## config.mk

```make
export PLATFORM = sky130hd
export DESIGN_NAME = uart_link_partner_flat
export DESIGN_NICKNAME = d
export VERILOG_FILES = /design/src/rtl/uart_link_partner_if.sv /design/src/rtl/uart_link_partner.sv /design/src/flat_wrapper.sv
export SDC_FILE = /design/constraint.sdc
export NUM_CORES = 1
export LEC_CHECK = 0
export CAP_MARGIN = 5
export CORE_UTILIZATION = 50
export CTS_CLUSTER_SIZE = 30
export DETAILED_ROUTE_END_ITERATION = 8
export GPL_TIMING_DRIVEN = 0
export HOLD_SLACK_MARGIN = 0.08
export PLACE_DENSITY = 0.78
export RECOVER_POWER = 25
export SLEW_MARGIN = 25
export SYNTH_ARGS = -nofsm -noshare
export SYNTH_HDL_FRONTEND = slang
export SYNTH_SLANG_ARGS = --single-unit
```

## constraint.sdc

```tcl
create_clock -name clk -period 2.54 [get_ports clk]
set_input_delay 0.254 -clock clk [delete_from_list [all_inputs] [get_ports clk]]
set_output_delay 0.254 -clock clk [all_outputs]
set_load 0.03 [all_outputs]
```

## src/rtl/uart_link_partner_if.sv

```systemverilog
// uart_link_partner_if: word handshake and status signals between uart_link_partner (slave) and its client (master).
// Carries rx_parity_err only when UART_LINK_PARTNER_PARITY_EN is defined.
interface uart_link_partner_if #(
   parameter int data_bits = 8
);
   logic [data_bits-1:0] tx_data;
   logic                 tx_valid;
   logic                 tx_ready;
   logic [data_bits-1:0] rx_data;
   logic                 rx_valid;
   logic                 rx_ready;
   logic                 rx_frame_err;
   logic                 rx_overrun;
`ifdef UART_LINK_PARTNER_PARITY_EN
   logic                 rx_parity_err;
`endif
   modport master (
      output tx_data, tx_valid, rx_ready,
      input  tx_ready, rx_data, rx_valid, rx_frame_err, rx_overrun
`ifdef UART_LINK_PARTNER_PARITY_EN
      , input rx_parity_err
`endif
   );
   modport slave (
      input  tx_data, tx_valid, rx_ready,
      output tx_ready, rx_data, rx_valid, rx_frame_err, rx_overrun
`ifdef UART_LINK_PARTNER_PARITY_EN
      , output rx_parity_err
`endif
   );
endinterface

```

## src/rtl/uart_link_partner.sv

```systemverilog
// uart_link_partner: UART endpoint with 16x oversampled TX/RX FSMs and an RX FIFO.
// Define UART_LINK_PARTNER_PARITY_EN to add a parity bit (parameter parity_odd, output rx_parity_err).
module uart_link_partner #(
   parameter int clk_freq       = 50000000,
   parameter int uart_baud_rate = 115200,
   parameter int data_bits      = 8,
   parameter int rx_fifo_depth  = 4
`ifdef UART_LINK_PARTNER_PARITY_EN
   ,
   parameter bit parity_odd     = 1'b0
`endif
) (
   input  logic               clk,
   input  logic               rst,
   input  logic               uart_rxd,
   output logic               uart_txd,
   uart_link_partner_if.slave bus
);
   localparam int div_raw = clk_freq / (16 * uart_baud_rate);
   localparam int divisor = div_raw < 1 ? 1 : div_raw;
   localparam int cw = divisor > 1 ? $clog2(divisor) : 1;
   localparam int aw = $clog2(rx_fifo_depth);
   localparam logic [3:0] last_bit = 4'(data_bits - 1);

   typedef enum logic [2:0] {
      S_IDLE,
      S_START,
      S_DATA,
`ifdef UART_LINK_PARTNER_PARITY_EN
      S_PARITY,
`endif
      S_STOP
   } state_t;

`ifdef UART_LINK_PARTNER_PARITY_EN
   localparam state_t s_after_data = S_PARITY;
`else
   localparam state_t s_after_data = S_STOP;
`endif

   logic [cw-1:0] div_cnt_q, div_cnt_d;
   logic          tick;

   state_t                tx_state_q, tx_state_d;
   logic [3:0]            tx_phase_q, tx_phase_d;
   logic [3:0]            tx_bit_q, tx_bit_d;
   logic [data_bits-1:0]  tx_shift_q, tx_shift_d;
   logic                  tx_ready_q, tx_ready_d;

   logic [1:0]            rx_sync_q, rx_sync_d;
   logic                  rx_prev_q, rx_prev_d;
   logic                  rx_s, rx_mid, rx_end;
   state_t                rx_state_q, rx_state_d;
   logic [3:0]            rx_phase_q, rx_phase_d;
   logic [3:0]            rx_bit_q, rx_bit_d;
   logic [data_bits-1:0]  rx_shift_q, rx_shift_d;
   logic                  push_q, push_d;
   logic                  ferr_q, ferr_d;

`ifdef UART_LINK_PARTNER_PARITY_EN
   logic                  tx_par_q, tx_par_d;
   logic                  rx_par_bad_q, rx_par_bad_d;
   logic                  perr_q, perr_d;
`endif

   logic [data_bits-1:0]  mem_q [rx_fifo_depth];
   logic [aw:0]           wptr_q, wptr_d, rptr_q, rptr_d;
   logic                  full, pop, wr_en;
   logic                  ovr_q, ovr_d;
   logic                  rx_valid_q, rx_valid_d;
   logic [data_bits-1:0]  rx_data_q, rx_data_d;

   always_comb begin
      tick = div_cnt_q == cw'(divisor - 1);
      div_cnt_d = tick ? '0 : div_cnt_q + 1'b1;
   end

   always_comb begin
      tx_state_d = tx_state_q;
      tx_phase_d = tx_phase_q;
      tx_bit_d = tx_bit_q;
      tx_shift_d = tx_shift_q;
`ifdef UART_LINK_PARTNER_PARITY_EN
      tx_par_d = tx_par_q;
`endif
      if (tx_state_q == S_IDLE) begin
         if (bus.tx_valid && tx_ready_q) begin
            tx_state_d = S_START;
            tx_phase_d = '0;
            tx_bit_d = '0;
            tx_shift_d = bus.tx_data;
`ifdef UART_LINK_PARTNER_PARITY_EN
            tx_par_d = (^bus.tx_data) ^ parity_odd;
`endif
         end
      end else if (tick) begin
         tx_phase_d = tx_phase_q + 4'd1;
         if (tx_phase_q == 4'd15) begin
            case (tx_state_q)
               S_START: tx_state_d = S_DATA;
               S_DATA: begin
                  tx_shift_d = tx_shift_q >> 1;
                  tx_bit_d = tx_bit_q + 4'd1;
                  tx_state_d = tx_bit_q == last_bit ? s_after_data : S_DATA;
               end
`ifdef UART_LINK_PARTNER_PARITY_EN
               S_PARITY: tx_state_d = S_STOP;
`endif
               default: tx_state_d = S_IDLE;
            endcase
         end
      end
      tx_ready_d = tx_state_d == S_IDLE;
   end

   always_comb begin
      case (tx_state_q)
         S_START: uart_txd = 1'b0;
         S_DATA: uart_txd = tx_shift_q[0];
`ifdef UART_LINK_PARTNER_PARITY_EN
         S_PARITY: uart_txd = tx_par_q;
`endif
         default: uart_txd = 1'b1;
      endcase
   end

   // Every RX decision uses the synchronised line; sampling is at mid-bit (phase 7).
   always_comb begin
      rx_sync_d = {rx_sync_q[0], uart_rxd};
      rx_s = rx_sync_q[1];
      rx_prev_d = rx_s;
      rx_mid = tick && rx_phase_q == 4'd7;
      rx_end = tick && rx_phase_q == 4'd15;
      rx_state_d = rx_state_q;
      rx_phase_d = (rx_state_q != S_IDLE && tick) ? rx_phase_q + 4'd1 : rx_phase_q;
      rx_bit_d = rx_bit_q;
      rx_shift_d = rx_shift_q;
      push_d = 1'b0;
      ferr_d = 1'b0;
`ifdef UART_LINK_PARTNER_PARITY_EN
      rx_par_bad_d = rx_par_bad_q;
      perr_d = 1'b0;
`endif
      case (rx_state_q)
         S_IDLE: begin
            if (rx_prev_q && !rx_s) begin
               rx_state_d = S_START;
               rx_phase_d = '0;
               rx_bit_d = '0;
            end
         end
         S_START: rx_state_d = (rx_mid && rx_s) ? S_IDLE : rx_end ? S_DATA : S_START;
         S_DATA: begin
            if (rx_mid) rx_shift_d = {rx_s, rx_shift_q[data_bits-1:1]};
            if (rx_end) begin
               rx_bit_d = rx_bit_q + 4'd1;
               rx_state_d = rx_bit_q == last_bit ? s_after_data : S_DATA;
            end
         end
`ifdef UART_LINK_PARTNER_PARITY_EN
         S_PARITY: begin
            if (rx_mid) rx_par_bad_d = rx_s ^ (^rx_shift_q) ^ parity_odd;
            if (rx_end) rx_state_d = S_STOP;
         end
`endif
         default: begin
            if (rx_mid) begin
               rx_state_d = S_IDLE;
               ferr_d = !rx_s;
`ifdef UART_LINK_PARTNER_PARITY_EN
               perr_d = rx_s && rx_par_bad_q;
               push_d = rx_s && !rx_par_bad_q;
`else
               push_d = rx_s;
`endif
            end
         end
      endcase
   end

   // Head is registered; a word written into the slot becoming head bypasses the memory.
   always_comb begin
      full = wptr_q[aw] != rptr_q[aw] && wptr_q[aw-1:0] == rptr_q[aw-1:0];
      pop = rx_valid_q && bus.rx_ready;
      wr_en = push_q && (!full || pop);
      ovr_d = push_q && full && !pop;
      wptr_d = wr_en ? wptr_q + 1'b1 : wptr_q;
      rptr_d = pop ? rptr_q + 1'b1 : rptr_q;
      rx_valid_d = wptr_d != rptr_d;
      rx_data_d = !rx_valid_d ? rx_data_q
                : (wr_en && rptr_d[aw-1:0] == wptr_q[aw-1:0]) ? rx_shift_q
                : mem_q[rptr_d[aw-1:0]];
   end

   always_ff @(posedge clk) begin
      if (wr_en) mem_q[wptr_q[aw-1:0]] <= rx_shift_q;
   end

   always_ff @(posedge clk) begin
      if (!rst) begin
         div_cnt_q <= '0;
         tx_state_q <= S_IDLE;
         tx_phase_q <= '0;
         tx_bit_q <= '0;
         tx_shift_q <= '0;
         tx_ready_q <= 1'b0;
         rx_sync_q <= 2'b11;
         rx_prev_q <= 1'b1;
         rx_state_q <= S_IDLE;
         rx_phase_q <= '0;
         rx_bit_q <= '0;
         rx_shift_q <= '0;
         push_q <= 1'b0;
         ferr_q <= 1'b0;
         wptr_q <= '0;
         rptr_q <= '0;
         ovr_q <= 1'b0;
         rx_valid_q <= 1'b0;
         rx_data_q <= '0;
`ifdef UART_LINK_PARTNER_PARITY_EN
         tx_par_q <= 1'b0;
         rx_par_bad_q <= 1'b0;
         perr_q <= 1'b0;
`endif
      end else begin
         div_cnt_q <= div_cnt_d;
         tx_state_q <= tx_state_d;
         tx_phase_q <= tx_phase_d;
         tx_bit_q <= tx_bit_d;
         tx_shift_q <= tx_shift_d;
         tx_ready_q <= tx_ready_d;
         rx_sync_q <= rx_sync_d;
         rx_prev_q <= rx_prev_d;
         rx_state_q <= rx_state_d;
         rx_phase_q <= rx_phase_d;
         rx_bit_q <= rx_bit_d;
         rx_shift_q <= rx_shift_d;
         push_q <= push_d;
         ferr_q <= ferr_d;
         wptr_q <= wptr_d;
         rptr_q <= rptr_d;
         ovr_q <= ovr_d;
         rx_valid_q <= rx_valid_d;
         rx_data_q <= rx_data_d;
`ifdef UART_LINK_PARTNER_PARITY_EN
         tx_par_q <= tx_par_d;
         rx_par_bad_q <= rx_par_bad_d;
         perr_q <= perr_d;
`endif
      end
   end

   assign bus.tx_ready = tx_ready_q;
   assign bus.rx_data = rx_data_q;
   assign bus.rx_valid = rx_valid_q;
   assign bus.rx_frame_err = ferr_q;
   assign bus.rx_overrun = ovr_q;
`ifdef UART_LINK_PARTNER_PARITY_EN
   assign bus.rx_parity_err = perr_q;
`endif
endmodule

```

## src/flat_wrapper.sv

```systemverilog
// flat-port wrapper written by rule: the top's interface ports become plain ports
module uart_link_partner_flat 
#(
   parameter int clk_freq       = 50000000,
   parameter int uart_baud_rate = 115200,
   parameter int data_bits      = 8,
   parameter int rx_fifo_depth  = 4

)
  (clk, rst, uart_rxd, uart_txd, bus_tx_data, bus_tx_valid, bus_rx_ready, bus_tx_ready, bus_rx_data, bus_rx_valid, bus_rx_frame_err, bus_rx_overrun);
  uart_link_partner_if #(.data_bits(data_bits)) bus_i ();
  input  logic clk;
  input  logic rst;
  input  logic uart_rxd;
  output logic uart_txd;
  input wire logic [$bits(bus_i.tx_data)-1:0] bus_tx_data;
  input wire logic [$bits(bus_i.tx_valid)-1:0] bus_tx_valid;
  input wire logic [$bits(bus_i.rx_ready)-1:0] bus_rx_ready;
  output wire logic [$bits(bus_i.tx_ready)-1:0] bus_tx_ready;
  output wire logic [$bits(bus_i.rx_data)-1:0] bus_rx_data;
  output wire logic [$bits(bus_i.rx_valid)-1:0] bus_rx_valid;
  output wire logic [$bits(bus_i.rx_frame_err)-1:0] bus_rx_frame_err;
  output wire logic [$bits(bus_i.rx_overrun)-1:0] bus_rx_overrun;
  assign bus_i.tx_data = bus_tx_data;
  assign bus_i.tx_valid = bus_tx_valid;
  assign bus_i.rx_ready = bus_rx_ready;
  assign bus_tx_ready = bus_i.tx_ready;
  assign bus_rx_data = bus_i.rx_data;
  assign bus_rx_valid = bus_i.rx_valid;
  assign bus_rx_frame_err = bus_i.rx_frame_err;
  assign bus_rx_overrun = bus_i.rx_overrun;
  uart_link_partner #(.clk_freq(clk_freq), .uart_baud_rate(uart_baud_rate), .data_bits(data_bits), .rx_fifo_depth(rx_fifo_depth)) u_core (.clk(clk), .rst(rst), .uart_rxd(uart_rxd), .uart_txd(uart_txd), .bus(bus_i));
endmodule
```

# --- Yosys cells after proc, flatten, opt, wreduce, memory -nomap -nowiden ---
# Memory sizes are Yosys's and may differ from the RTL's. A register that Yosys moved wholly into a read port is not among the register bits.
# Index checks and enable logic that the tools add are counted.
word_totals:
  register_bits: 57
  mem_bits_rw: 32
  input_bits: 13
  out_inout_bits: 13
  wordCells: 112
  mem_count: 1
mem_list:
  columns: ["memory", "words", "width", "read_ports", "rd_clocked_by_memory_dff", "write_ports", "line_no", "rtl"]
  rows:
  - ["u_core.mem_q", 4, 8, 1, 1, 1, "uart_link_partner.sv:66", "logic [data_bits-1:0] mem_q [rx_fifo_depth];"]
op_classes:
  n_addsub: 7
  n_eq_ne: 16
  mux: 36
  bitwise_logic: 2
  reduce_logical: 32
op_table:
  columns: ["op", "n"]
  rows:
  - ["$mux W4", 12]
  - ["$mux W8", 5]
  - ["$mux W3", 10]
  - ["$add A4 B1 Y4 const B", 4]
  - ["$eq A4 B3 Y1 const B", 3]
  - ["$logic_and A1 B1 Y1", 11]
  - ["$logic_not A3 Y1", 3]
  - ["$pmux W3 S3", 1]
  - ["$eq A4 B4 Y1 const B", 2]
  - ["$pmux W4 S2", 1]
  - ["$reduce_bool A2 Y1", 4]
  - ["$add A3 B1 Y3 const B", 2]
  - ["$eq A3 B1 Y1 const B", 2]
  - ["$eq A3 B2 Y1 const B", 2]
  - ["$pmux W3 S2", 1]
  - ["$reduce_and A3 Y1", 2]
  - ["$add A5 B1 Y5 const B", 1]
  - ["$eq A5 B5 Y1 const B", 1]
  - ["$reduce_or A5 Y1", 1]
  - ["$logic_not A1 Y1", 4]
  - ["$mux W1", 4]
  - ["$ne A2 B1 Y1 const B", 2]
  - ["$reduce_and A2 Y1", 2]
  - ["$reduce_and A4 Y1", 1]
  - ["11 further kinds", 12]

# --- Logic depth before layout (Yosys ltp) ---
logic_depth:
  ltp_word: 7
  mapped_depth: 9
  ltp_nobuf: 8

# --- Worst setup path before layout ---
# No wires, ideal clock.
synth_path:
  path_kind: "register -> register"
  startpoint: "register u_core.rx_valid_q, in the netlist u_core.bus.rx_valid"
  endpoint: "register u_core.rx_data_q[0], in the netlist u_core.bus.rx_data[0], read port of u_core.mem_q"
  setup_time_ps: 124
  arrival_time_ps: 2116
  required_time_ps: 2416
  path_slack_ps: 300
  stages_incl_launch_ff: 9
  n_path_buf: 2
  period_less_slack_ps: 2240
  path_cell_list: "dfxtp_1 -> and2_1 -> clkbuf_1 -> mux2i_1 -> buf_4 -> xnor2_1 -> nor2_4 -> mux2i_1 -> a21oi_1"
synth_between:
  elab_chain_len: 5
  elab_cells_between_ends: 6
  classes_between: "eq/ne (1); mux (2); reduce/logical (3)"
synth_lines:
  columns: ["element", "line_no", "rtl"]
  rows:
  - ["start, declared", "uart_link_partner.sv:70", "logic rx_valid_q, rx_valid_d;"]
  - ["start signal, assigned", "uart_link_partner.sv:243", "rx_valid_q <= rx_valid_d;"]
  - ["$logic_and A1 B1 Y1 *", "uart_link_partner.sv:184", "pop = rx_valid_q && bus.rx_ready;"]
  - ["$logic_or A1 B1 Y1", "uart_link_partner.sv:185", "wr_en = push_q && (!full || pop);"]
  - ["$logic_and A1 B1 Y1", "uart_link_partner.sv:185", null]
  - ["$mux W3", "uart_link_partner.sv:187", "wptr_d = wr_en ? wptr_q + 1'b1 : wptr_q;"]
  - ["$ne A3 B3 Y1", "uart_link_partner.sv:189", "rx_valid_d = wptr_d != rptr_d;"]
  - ["end, declared", "uart_link_partner.sv:71", "logic [data_bits-1:0] rx_data_q, rx_data_d;"]
# Every way passes the cells marked *; elsewhere a longest branch is shown, timed or not.
# A chain may end at the register's enable or synchronous reset.

# --- Final worst setup path ---
layout_path:
  startpoint: "register u_core.wptr_q[0]"
  endpoint: "register u_core.rx_valid_q, in the netlist u_core.bus.rx_valid"
layout_between:
  elab_chain_len: 7
  elab_cells_between_ends: 8
  classes_between: "add/sub (1); eq/ne (2); mux (1); reduce/logical (4)"
layout_lines:
  columns: ["element", "line_no", "rtl"]
  rows:
  - ["start, declared", "uart_link_partner.sv:67", "logic [aw:0] wptr_q, wptr_d, rptr_q, rptr_d;"]
  - ["start signal, assigned", "uart_link_partner.sv:240", "wptr_q <= wptr_d;"]
  - ["$eq A2 B2 Y1", "uart_link_partner.sv:183", "full = wptr_q[aw] != rptr_q[aw] && wptr_q[aw-1:0] == rptr_q[aw-1:0];"]
  - ["$logic_and A1 B1 Y1", "uart_link_partner.sv:183", null]
  - ["$logic_not A1 Y1", "uart_link_partner.sv:185", null]
  - ["$logic_or A1 B1 Y1", "uart_link_partner.sv:185", null]
  - ["$logic_and A1 B1 Y1", "uart_link_partner.sv:185", null]
  - ["$mux W3 *", "uart_link_partner.sv:187", null]
  - ["$ne A3 B3 Y1 *", "uart_link_partner.sv:189", null]
# Marks and branches as above.

==> impl_results.md <==
* Outcome: completed
* Portion of total power attributed to combinational logic at 0.047
* Synth warn at 0
* Vias in the first global route at 2685
* Data arrival at the endpoint of the critical path at 2.62 ns
* Internal power consumption at 0.00221 W
* Iteration count of the initial detailed-routing pass at 4
* Die Area at 8890 µm²
* GRT overflow at 0
* Post-synthesis sequential area ratio at 0.526
* Fraction of synthesis flops using an asynchronous set or reset pin at 0
* Worst hold path cell count at 2
* Maximum fanout along the worst path at 9
* Clock transition time at the flip-flop clock pins of the worst setup and hold paths at 0.09 ns
* Reg-to-reg critical path startpoint: u_core.wptr_q[0]
* Core region area at 8220 µm²
* Total CTS buffers at 9
* Pin count of the biggest net entering global routing at 16
* Worst Hold End: u_core.wptr_q[1]
* Post-synth EDFFs at 32
* Share of power burned in the clock network at 0.378
* Class of the worst hold path: primary input to register
* Post-Synthesis Cell Area at 4260 µm²
* Number of remaining DRC errors at 0
* Hold Fails Final Rpt at 0
* Sequential cell fraction of total power at 0.575
* Count of max-cap constraint violations at 0
* Endpoint of the worst register-to-register path: u_core.bus.rx_valid
* Global placement routability congestion at 0.803
* Total via count after detailed routing at 2793
* Net count after synthesis at 399
* Unique masters post-synth at 49
* Final total power at 0.00279 W
* Classification of the worst setup path: register to register
* Average via count per standard cell at 5.35
* Power density relative to cell area at 572 nW/µm²
* Detailed-route wire length at 7.77 mm
* Number of placement rows at 33
* Root Buffer: clkbuf_8
* Fmax at 422 MHz
* Wire length of the first global-routing pass at 12.6 mm
* Die Height at 94.3 µm
* Clock tree from TritonCTS: built
* Mean post-synth cell area at 11.4 µm²
* Setup clock skew after layout at 0.00785 ns
* Worst setup slack for register-to-register paths at 0.17 ns
* Share of cells above drive strength 1 at 0.0839
* Period Utilization, post-route at 0.933
* Max Slew Vio Count at 0
* Top flip-flop cell by instance count after synthesis: dfxtp_1
* Total number of clock tree sinks at 96
* Starting density of the core at 0.518
* Setup violators final at 0
* Clock Latency Late Sink at 0.36 ns
* Count of nets after finishing at 436
* Count of buffers inserted at the top-level ports at 24
* Worst Max-Slew Pin Slew at 0.782 ns
* Sum Neg Setup Slack at 0 ns
* Critical Path Source Type: register
* Start point of the worst hold path: rst
* Peak VDD IR at 500 µV
* Clock tree buffer depth at 2
* Post-Synthesis Cells at 375
* Reported leakage power at 2.02 nW
* Final critical path time including I/O delays and setup at 2.37 ns
* Die X-Extent at 94.3 µm
* Endpoint type of the worst setup path: register
* Total global-route track usage at 0.187
* Unrepaired setup endpoints after global routing: no
* Number of H-tree levels at 3
* Wirelength per Cell at 14.9 µm
* Placed wire-length estimate after detailed placement at 5.32 mm
* Number of antenna violations at the first check in global routing at 0
* Count of nets left with antenna violations after detail routing at 0
* Hold slack at 0.263 ns
* Number of antenna diodes at 0
* Synth-to-layout area growth at 14.7%
* Worst endpoint required time at 2.79 ns
* Relative slew slack at 0.476
* Num ports at 26
* #FFs+latches synth at 96
* Initial detailed-routing violation count at 100
* R2R cell count at 9
* Net switching fraction of the power at 0.210
* Psw at 0.000586 W
==> per-stage QoR <==
| step | instance area, µm² | setup slack, ns | cells | util |
|---|---|---|---|---|
| after floorplan | 4260 | 0.300 | 375 | - |
| after global placement | 4630 | -0.229 | 504 | 0.564 |
| after detailed placement | 4630 | -0.234 | 504 | 0.564 |
| after CTS | 4880 | 0.0766 | 523 | 0.593 |
| after global routing | 4880 | 0.0422 | 522 | 0.594 |
| final | 4880 | 0.171 | 522 | 0.594 |
==> sequential cells by signal (all words and copies together), names as in the netlist, 2 cells and up <==
| register | count |
|---|---|
| u_core.rx_phase_q | 4 |
| u_core.tx_bit_q | 4 |
| u_core.div_cnt_q | 5 |
| u_core.bus.rx_data | 8 |
| u_core.rx_state_q | 2 |
| u_core.wptr_q | 3 |
| u_core.rx_shift_q | 8 |
| u_core.mem_q | 32 |
| u_core.tx_shift_q | 8 |
| u_core.tx_phase_q | 4 |
| u_core.tx_state_q | 3 |
| u_core.rx_bit_q | 4 |
| u_core.rx_sync_q | 2 |
| u_core.rptr_q | 3 |
==> power groups by stage <==
stage,Combinational [W],Clock (W),Sequential (W)
final,0.000131,0.00106,0.00161
after global routing,0.000146,0.00113,0.00161
after CTS,0.000133,0.00108,0.00161
after detailed placement,0.000132,0,0.00164
after global placement,0.000130,0,0.00164
after floorplan,0.0000862,0,0.00164
==> logic make-up (layout without fill, tap and decap cells) <==
logic type / Yosys count / after routing / synth area share
AO/OA/AOI/OAI: 49 / 49 / 0.0899
XOR/XNOR: 24 / 24 / 0.0561
adder cells (fa/ha/maj): 11 / 11 / 0.0323
buffers and inverters: 22 / 64 / 0.0223
flip-flops: 96 / 96 / 0.526
multiplexers: 53 / 53 / 0.125
AND/OR/NAND/NOR: 120 / 120 / 0.148
==> area by class of cell <==
class / count / area, µm²
Buffer: 16 / 72.6
Clock buffer: 10 / 128
Clock inverter: 6 / 83.8
Fill cell: 676 / 3330
Inverter: 5 / 18.8
Multi-Input combinational cell: 257 / 1940
Sequential cell: 96 / 2240
Tap cell: 105 / 131
Timing Repair Buffer: 27 / 263
==> timing repair <==
| action | in CTS | in global routing |
|---|---|---|
| resized for setup | 1 | 2 |
| endpoints found under the setup margin | 9 | 6 |
| hold buffers | 0 | 0 |
| pin swaps | 1 | 1 |
| setup buffers | 3 | 0 |
==> synth_stat cells (9+ instances only) <==
library cell | n | area (µm²)
edfxtp_1 | 32 | 961
ha_1 | 11 | 138
nor2_1 | 27 | 101
and2_1 | 11 | 68.8
xor2_1 | 12 | 105
nand2_1 | 28 | 105
clkbuf_1 | 10 | 37.5
mux2i_1 | 53 | 531
nand3_1 | 10 | 50.1
dfxtp_1 | 64 | 1280
xnor2_1 | 9 | 78.8
nor2b_1 | 18 | 113
a21oi_1 | 13 | 65.1
==> worst max-delay path, stage by stage, from the launching register on <==
cell and delay (ns):
dfxtp_1 0.45, inv_1 0.13, ha_1 0.35, nand3_1 0.10, o211ai_1 0.10, a311oi_2 0.38, xor2_2 0.18, or2_1 0.24
buf_4 0.18, and2_1 0.16
==> worst max path at each step <==
stage	startpoint	end	slack (ns)	cells after the start
2_1_floorplan	u_core.bus.rx_valid	u_core.bus.rx_data[0]	0.30	8
3_3_place_gp	bus_rx_ready	u_core.bus.rx_valid	-0.23	8
3_5_place_dp	bus_rx_ready	u_core.bus.rx_valid	-0.23	8
4_1_cts	u_core.wptr_q[1]	u_core.bus.rx_valid	0.08	9
5_1_grt	u_core.wptr_q[0]	u_core.bus.rx_valid	0.04	9
6_report	u_core.wptr_q[0]	u_core.bus.rx_valid	0.17	9
==> routing by layer <==
layer / vias to the layer above / routed length [µm] / global-route usage
li1: 1401 / - / -
met1: 1346 / 3630 / 0.231
met2: 36 / 3800 / 0.320
met3: 10 / 270 / 0.0534
met4: 0 / 67 / 0.0462
met5: - / 0 / 0
==> layout by cell type (no fill, tap or decap), types with 10 or more instances in the layout <==
cell	count
nand2_1	28
edfxtp_1	32
xor2_1	12
a21oi_1	13
dfxtp_1	63
clkbuf_1	10
nor2_1	27
clkdlybuf4s50_1	23
mux2i_1	53
nand3_1	10
nor2b_1	18
and2_1	11
ha_1	11
Note: power is estimated with default switching activity, not from simulation.
